File: src/rtl/dlx_dbg_pkg.sv
// Shared definitions for the pipeline debug/read-out logic: dump FSM states,
// the halt trap encoding and the address tag used for the checksum beat.
package dlx_dbg_pkg;

  typedef enum logic [2:0] {
    IDLE,
    DRAIN,
    READ,
    CAPT,
    HOLD,
    DONE
  } dump_state_t;

  localparam logic [31:0] TRAP_HALT     = 32'h4400_0300;
  localparam logic [31:0] CHECKSUM_ADDR = 32'hFFFF_FFFF;

endpackage

File: src/rtl/dump_word_assembler.sv
// Byte-lane assembler: DMEM read data arrives one cycle after each strobe and
// is placed big-endian (lane 0 = MSB byte) into the output word.
module dump_word_assembler (
  input  logic        clock,
  input  logic        reset,
  input  logic        clear,
  input  logic        rd,
  input  logic [1:0]  k,
  input  logic [0:7]  rdata,
  output logic [0:31] word
);

  logic       pend_reg;
  logic [1:0] pend_k_reg;

  always_ff @(posedge clock or negedge reset) begin
    if (!reset) begin
      pend_reg   <= 1'b0;
      pend_k_reg <= 2'd0;
      word       <= '0;
    end else begin
      pend_reg   <= rd;
      pend_k_reg <= k;
      if (clear)
        word <= '0;
      else if (pend_reg)
        word[{pend_k_reg, 3'b000} +: 8] <= rdata;
    end
  end

endmodule

File: src/rtl/dmem_dump_unit.sv
// End-of-program DMEM read-out engine: halts the core on the trap word, drains,
// then streams big-endian words on valid/ready. Optional trailing XOR beat
// is enabled with DMEM_DUMP_CHECKSUM_EN.
module dmem_dump_unit
  import dlx_dbg_pkg::*;
#(
  parameter logic [31:0] TRAP_WORD    = TRAP_HALT,
  parameter int unsigned DRAIN_CYCLES = 5,
  parameter logic [31:0] DUMP_BASE    = 32'd0,
  parameter int unsigned DUMP_WORDS   = 3
) (
  input  logic        clock,
  input  logic        reset,
  input  logic [0:31] instr_in,
  output logic        halt,
  output logic        dmem_rd,
  output logic [0:31] dmem_addr,
  input  logic [0:7]  dmem_rdata,
  output logic        dump_valid,
  input  logic        dump_ready,
  output logic [0:31] dump_word,
  output logic [0:31] dump_addr,
  output logic        dump_last,
  output logic        done
);

  localparam logic [7:0]  DRAIN_INIT = 8'(DRAIN_CYCLES);
  localparam logic [15:0] LAST_IDX   = 16'(DUMP_WORDS - 1);

  dump_state_t state_reg, state_next;
  logic [7:0]  drain_cnt_reg;
  logic [15:0] word_idx_reg;
  logic [1:0]  k_reg;
  logic [31:0] addr_reg;
  logic        last_reg;
  logic [31:0] word_base;
  logic [0:31] asm_word;
  logic        data_last;
  logic        sum_next;

  assign word_base = DUMP_BASE + {14'd0, word_idx_reg, 2'b00};

  dump_word_assembler u_asm (
    .clock (clock),
    .reset (reset),
    .clear (state_reg == IDLE),
    .rd    (dmem_rd),
    .k     (k_reg),
    .rdata (dmem_rdata),
    .word  (asm_word)
  );

`ifdef DMEM_DUMP_CHECKSUM_EN
  logic [0:31] xor_reg;
  logic        sum_beat_reg;

  // The XOR beat reuses HOLD; sum_beat_reg switches the word mux to the XOR.
  always_ff @(posedge clock or negedge reset) begin
    if (!reset) begin
      xor_reg      <= '0;
      sum_beat_reg <= 1'b0;
    end else if (state_reg == IDLE) begin
      xor_reg      <= '0;
      sum_beat_reg <= 1'b0;
    end else if (state_reg == HOLD && dump_ready && !sum_beat_reg) begin
      xor_reg <= xor_reg ^ asm_word;
      if (sum_next)
        sum_beat_reg <= 1'b1;
    end
  end

  assign dump_word = sum_beat_reg ? xor_reg : asm_word;
  assign data_last = 1'b0;
  assign sum_next  = (word_idx_reg == LAST_IDX) && !sum_beat_reg;
`else
  assign dump_word = asm_word;
  assign data_last = (word_idx_reg == LAST_IDX);
  assign sum_next  = 1'b0;
`endif

  assign dump_addr = addr_reg;
  assign dump_last = last_reg;

  always_comb begin
    state_next = state_reg;
    halt       = (state_reg != IDLE);
    dmem_rd    = 1'b0;
    dmem_addr  = '0;
    dump_valid = 1'b0;
    done       = 1'b0;
    case (state_reg)
      IDLE:  if (instr_in == TRAP_WORD) state_next = DRAIN;
      DRAIN: if (drain_cnt_reg == 8'd0) state_next = READ;
      READ: begin
        dmem_rd   = 1'b1;
        dmem_addr = word_base + {30'd0, k_reg};
        if (k_reg == 2'd3) state_next = CAPT;
      end
      CAPT:  state_next = HOLD;
      HOLD: begin
        dump_valid = 1'b1;
        if (dump_ready) begin
          if (last_reg)      state_next = DONE;
          else if (!sum_next) state_next = READ;
        end
      end
      DONE:    done = 1'b1;
      default: state_next = IDLE;
    endcase
  end

  always_ff @(posedge clock or negedge reset) begin
    if (!reset) begin
      state_reg     <= IDLE;
      drain_cnt_reg <= 8'd0;
      word_idx_reg  <= 16'd0;
      k_reg         <= 2'd0;
      addr_reg      <= 32'd0;
      last_reg      <= 1'b0;
    end else begin
      state_reg <= state_next;
      case (state_reg)
        IDLE: begin
          word_idx_reg <= 16'd0;
          k_reg        <= 2'd0;
          if (instr_in == TRAP_WORD) drain_cnt_reg <= DRAIN_INIT;
        end
        DRAIN: if (drain_cnt_reg != 8'd0) drain_cnt_reg <= drain_cnt_reg - 8'd1;
        READ:  k_reg <= k_reg + 2'd1;
        CAPT: begin
          addr_reg <= word_base;
          last_reg <= data_last;
        end
        HOLD: begin
          if (dump_ready && !last_reg) begin
            if (sum_next) begin
              addr_reg <= CHECKSUM_ADDR;
              last_reg <= 1'b1;
            end else begin
              word_idx_reg <= word_idx_reg + 16'd1;
            end
          end
        end
        default: ;
      endcase
    end
  end

endmodule

File: config.mk
export PLATFORM = sky130hd
export DESIGN_NAME = dmem_dump_unit
export DESIGN_NICKNAME = d
export VERILOG_FILES = /design/src/rtl/dlx_dbg_pkg.sv /design/src/rtl/dump_word_assembler.sv /design/src/rtl/dmem_dump_unit.sv
export SDC_FILE = /design/constraint.sdc
export NUM_CORES = 1
export LEC_CHECK = 0
export CAP_MARGIN = 40
export CORE_AREA = 2 2 99 101
export CTS_CLUSTER_DIAMETER = 60
export DETAILED_ROUTE_END_ITERATION = 16
export DIE_AREA = 0 0 101 103
export GPL_TIMING_DRIVEN = 1
export PLACE_DENSITY = 0.79
export SLEW_MARGIN = 20
export SYNTH_ARGS = -nofsm -noshare
export SYNTH_HDL_FRONTEND = slang
export SYNTH_SLANG_ARGS = --single-unit
File: constraint.sdc
create_clock -name clock -period 2.7 [get_ports clock]
set_input_delay 0.54 -clock clock [delete_from_list [all_inputs] [get_ports clock]]
set_output_delay 0.54 -clock clock [all_outputs]
set_load 0.005 [all_outputs]
==> results of run 1 <==
## cells by family after synthesis
family          Yosys count  synth area share, %
simple gates            140                 18.7
flops                    81                 48.9
compound gates           61                 9.58
buf+inv                  59                 8.79
mux                      46                 11.5
fa+ha+maj                 5                 1.51
xor+xnor                  4                0.846
other cells               1               0.0905
## cells in the final DEF, fill, tap and decap left out, types with 3 or more instances in the layout
master	synthesis	routed
sky130_fd_sc_hd__nor4b_1	3	3
sky130_fd_sc_hd__o31ai_1	5	5
sky130_fd_sc_hd__mux2i_1	33	33
sky130_fd_sc_hd__nor2b_1	4	4
sky130_fd_sc_hd__dfrtp_1	81	81
sky130_fd_sc_hd__mux2_2	13	13
sky130_fd_sc_hd__o211ai_1	3	3
sky130_fd_sc_hd__conb_1	1	30
sky130_fd_sc_hd__nand2_1	20	20
sky130_fd_sc_hd__nand3_1	9	9
sky130_fd_sc_hd__nor2_1	40	40
sky130_fd_sc_hd__buf_4	31	10
sky130_fd_sc_hd__xor2_1	3	3
sky130_fd_sc_hd__nor3_1	5	4
sky130_fd_sc_hd__nand4_1	3	3
sky130_fd_sc_hd__nor4_1	8	8
sky130_fd_sc_hd__o21ai_0	16	16
sky130_fd_sc_hd__ha_1	5	5
sky130_fd_sc_hd__inv_1	9	9
sky130_fd_sc_hd__clkdlybuf4s50_1	0	112
sky130_fd_sc_hd__and2_1	17	17
sky130_fd_sc_hd__nand3b_1	3	3
sky130_fd_sc_hd__a31oi_1	3	3
sky130_fd_sc_hd__o22ai_1	3	3
sky130_fd_sc_hd__or4_1	5	5
sky130_fd_sc_hd__clkbuf_8	0	10
sky130_fd_sc_hd__or3_1	3	3
sky130_fd_sc_hd__a21oi_1	15	15
## area by class of cell
class | instances | share of cell area [%]
clock buffers | 10 | 2.50
inverters | 10 | 0.681
repair buffers | 123 | 22.1
clock inverters | 5 | 1.45
flip-flops and latches | 81 | 36.8
multi-input cells | 286 | 33.9
well taps | 114 | 2.59
## synth_stat cells (2+ instances only)
library cell,n
sky130_fd_sc_hd__a21oi_1,15
sky130_fd_sc_hd__a31oi_1,3
sky130_fd_sc_hd__and2_1,17
sky130_fd_sc_hd__buf_2,2
sky130_fd_sc_hd__buf_4,31
sky130_fd_sc_hd__buf_6,3
sky130_fd_sc_hd__clkbuf_1,11
sky130_fd_sc_hd__dfrtp_1,81
sky130_fd_sc_hd__ha_1,5
sky130_fd_sc_hd__inv_1,9
sky130_fd_sc_hd__mux2_2,13
sky130_fd_sc_hd__mux2i_1,33
sky130_fd_sc_hd__nand2_1,20
sky130_fd_sc_hd__nand2b_1,2
sky130_fd_sc_hd__nand3_1,9
sky130_fd_sc_hd__nand3b_1,3
sky130_fd_sc_hd__nand4_1,3
sky130_fd_sc_hd__nor2_1,40
sky130_fd_sc_hd__nor2b_1,4
sky130_fd_sc_hd__nor3_1,5
sky130_fd_sc_hd__nor3b_1,3
sky130_fd_sc_hd__nor4_1,8
sky130_fd_sc_hd__nor4b_1,3
sky130_fd_sc_hd__o2111ai_1,2
sky130_fd_sc_hd__o211ai_1,3
sky130_fd_sc_hd__o21ai_0,16
sky130_fd_sc_hd__o22ai_1,3
sky130_fd_sc_hd__o311ai_0,2
sky130_fd_sc_hd__o31ai_1,5
sky130_fd_sc_hd__o41ai_1,2
sky130_fd_sc_hd__or3_1,3
sky130_fd_sc_hd__or3b_2,2
sky130_fd_sc_hd__or4_1,5
sky130_fd_sc_hd__xor2_1,3
## per-stage QoR
| step | setup WS, ns | power (mW) | cells |
|---|---|---|---|
| after global routing | 0.0736 | 2.37 | 629 |
| after global placement | 0.267 | 1.35 | 614 |
| final | 0.192 | 2.29 | 629 |
| after floorplan | 0.792 | 1.28 | 426 |
| after CTS | 0.156 | 2.31 | 629 |
| after detailed placement | 0.204 | 1.35 | 614 |
## per-layer routing
| layer | GRT usage [%] | vias up | part of all wire [%] |
|---|---|---|---|
| met5 | 0 | - | 0 |
| met4 | 9.36 | 0 | 1.7 |
| met3 | 2.92 | 12 | 7.3 |
| met2 | 29.8 | 148 | 48 |
| met1 | 23.4 | 1628 | 43 |
| li1 | - | 1575 | - |
## power by group through the flow
| stage | registers (mW) | logic, mW | clock network [mW] |
|---|---|---|---|
| detailed placement | 1.24 | 0.111 | 0 |
| global placement | 1.24 | 0.111 | 0 |
| global route | 1.21 | 0.124 | 1.04 |
| CTS | 1.21 | 0.112 | 0.988 |
| finish | 1.21 | 0.111 | 0.964 |
| floorplan | 1.24 | 0.0470 | 0 |
## worst paths after layout
check / startpoint / cells past startpoint / slack [ns] / end
max in group asynchronous: reset / 2 / 2.14 / drain_cnt_reg[6]$_DFFE_PN0P_
setup / recovery: state_reg[2]$_DFFE_PN0P_ / 4 / 0.19 / dmem_addr[25]
hold reg to reg: k_reg[1]$_DFFE_PN0P_ / 0 / 0.43 / u_asm.pend_k_reg[1]$_DFF_PN0_
min in group clock: k_reg[1]$_DFFE_PN0P_ / 0 / 0.43 / u_asm.pend_k_reg[1]$_DFF_PN0_
hold / removal: reset / 2 / 0.20 / u_asm.word[17]$_DFFE_PN0P_
setup reg to reg: state_reg[0]$_DFFE_PN0P_ / 5 / 0.61 / word_idx_reg[12]$_DFFE_PN0P_
## worst register-to-register path, delay by kind of cell, from the launching register on
family	cells	cell delay [ns]
buffers and inverters	1	0.20
and+or+nand+nor	2	0.83
DFF	1	0.40
AOI/OAI and AO/OA	2	0.59
==> run_results.csv, run 1 <==
group,metric,value,unit
final_layout,insertedDiodeCount,0,
place,global_placement_routability_congestion,0.831,
power_and_ir_drop,power.share.switching,20.8,%
critical_path,crit_path_top_delay_cell,"sky130_fd_sc_hd__clkdlybuf4s50_1",
sta,finalHoldViolCount,0,
final_layout,largest_reg_flops,32,
place,dpl-instance-area,5290,um2
synth,top_cell_type_by_total_area_after_synthesis,"sky130_fd_sc_hd__dfrtp_1",
critical_path,critPathArrivalTime,1.97,ns
sta,timing.clock.skew,0.0101,ns
clock_network,clock_path_buffers,2,
clock_network,worst_setup_hold_path_clk_slew,0.08,ns
place,dp.final_hpwl,6790,um
power_and_ir_drop,combPwrFrac,4.8,%
detailed_routing,dr_total_vias,3363,
die,placement_rows,36,
synth,synth.yosys.warnings,0,
final_layout,regArea,2030,um2
final_layout,post_route_cells_drive_above_1_share,10.5,%
clock_network,postCtsResizedCells,0,
detailed_routing,drt_wl_total,9370,um
critical_path,cp_data_required_time,2.16,ns
final_layout,multi_input_comb_area,1870,um2
sta,timing.max_slew.rel_slack,46.9,%
sta,final_setup_violation_count,0,
critical_path,path_delay_family,"buffers and inverters",
synth,cell_area_synth,4140,um2
clock_network,clock-sinks,81,
detailed_routing,route.detailed.drc,0,
die,fp.dieH,103,um
sta,period_needed,2.51,ns
global_route,first_global_vias,3184,
hold_path,hold_path.class,"in -> async",
detailed_routing,drt-initial-drc-count,162,
power_and_ir_drop,share_seq_of_total_power,53.0,%
synth,ys_top_cells_by_area,"sky130_fd_sc_hd__dfrtp_1, sky130_fd_sc_hd__mux2i_1, sky130_fd_sc_hd__buf_4, sky130_fd_sc_hd__nor2_1, sky130_fd_sc_hd__mux2_2",
sta,period_share,92.9,%
critical_path,critical_path.cell_chain,"nor3b_2 > buf_4 > and2_2 > clkdlybuf4s50_1",
die,die-width,101,um
synth,synth.ff_latch_count,81,
synth,ys_dominant_reg_cell,"sky130_fd_sc_hd__dfrtp_1",
die,fp.coreArea,9460,um2
synth,syn-mean-instance-area,10.4,um2
power_and_ir_drop,power_report.internal_total,1.81,mW
clock_network,post-cts-setup-buffers,0,
clock_network,cts-root-buf,"sky130_fd_sc_hd__clkbuf_8",
synth,yosys.cell_types.count,62,
clock_network,cts_hold_buf,0,
detailed_routing,detail_route.first_pass.iterations,5,
final_layout,design.final.nets,559,
final_layout,num-fill-cells,793,
clock_network,insertion_delay,0.34,ns
synth,post-synth-top-area-fraction,48.9,%
die,starting_utilization_of_the_core_area,43.8,%
critical_path,path_class,"reg -> out",
critical_path,setup.worst_path.start_class,"register",
detailed_routing,wl_per_cell,14.9,um
power_and_ir_drop,total_leakage_power,2.49,nW
sta,fmaxAchievable,399,MHz
global_route,grt_start_max_net_pins,82,
sta,worst_pin_slew,0.796,ns
die,floorplan.io_pins,144,
detailed_routing,routed_via_density,5.35,
outcome,run_status,"finished clean",
clock_network,clock_tree_from_tritoncts,"built",
sta,drv_slew,0,
critical_path,critical_path.n_buffers_inverters,2,
place,buffer_ports.inserted,113,
die,design.die.area,10400,um2
synth,synth_edf_count,0,
clock_network,htree_num_levels,3,
detailed_routing,route.antenna.remaining_nets,0,
final_layout,post-route-cell-area,5510,um2
global_route,track_usage,18.2,%
power_and_ir_drop,pwr_density_cell,415,nW/um2
power_and_ir_drop,power.switching,0.475,mW
critical_path,critPathCaptureType,"output port",
final_layout,area_growth_syn_to_layout,33.1,%
synth,postSynthCellCount,397,
sta,rsz0062_at_grt,"false",
synth,synth_seq_area_share,48.9,%
power_and_ir_drop,power.ir.vdd_worst,216,uV
critical_path,critical-path-max-stage-delay,0.53,ns
job,timing.max_cap.violations,0,
global_route,grt-ovfl-total,0,
sta,setup_total_negative_slack,0,ns
global_route,grt_antenna_before_repair,0,
critical_path,critical_path_peak_fanout,13,
power_and_ir_drop,clkPwrFrac,42.2,%
synth,asyncSetResetFlopFracSynth,100,%
sta,worst_hold_slack,0.198,ns
final_layout,final_core_util,58.3,%
clock_network,cts_inserted_buffers,9,
global_route,grt_pass1_wl,14800,um
(Power assumes the default switching activity.)
==> run 2, diff against run 1 <==
--- a/config.mk
+++ b/config.mk
@@ -5,7 +5,7 @@
 export SDC_FILE = /design/constraint.sdc
 export NUM_CORES = 1
 export LEC_CHECK = 0
-export CAP_MARGIN = 40
+export CAP_MARGIN = 20
 export CORE_AREA = 2 2 99 101
 export CTS_CLUSTER_DIAMETER = 60
 export DETAILED_ROUTE_END_ITERATION = 16
==> results of run 2 <==
No change in the layout: final DEF, timing and power equal those of run 1.
==> run 3, diff against run 2 <==
--- a/config.mk
+++ b/config.mk
@@ -11,8 +11,10 @@
 export DETAILED_ROUTE_END_ITERATION = 16
 export DIE_AREA = 0 0 101 103
 export GPL_TIMING_DRIVEN = 1
+export HOLD_SLACK_MARGIN = 0.05
 export PLACE_DENSITY = 0.79
 export SLEW_MARGIN = 20
 export SYNTH_ARGS = -nofsm -noshare
 export SYNTH_HDL_FRONTEND = slang
 export SYNTH_SLANG_ARGS = --single-unit
+export TNS_END_PERCENT = 20
==> results of run 3 <==
No change in the layout: final DEF, timing and power equal those of run 1.
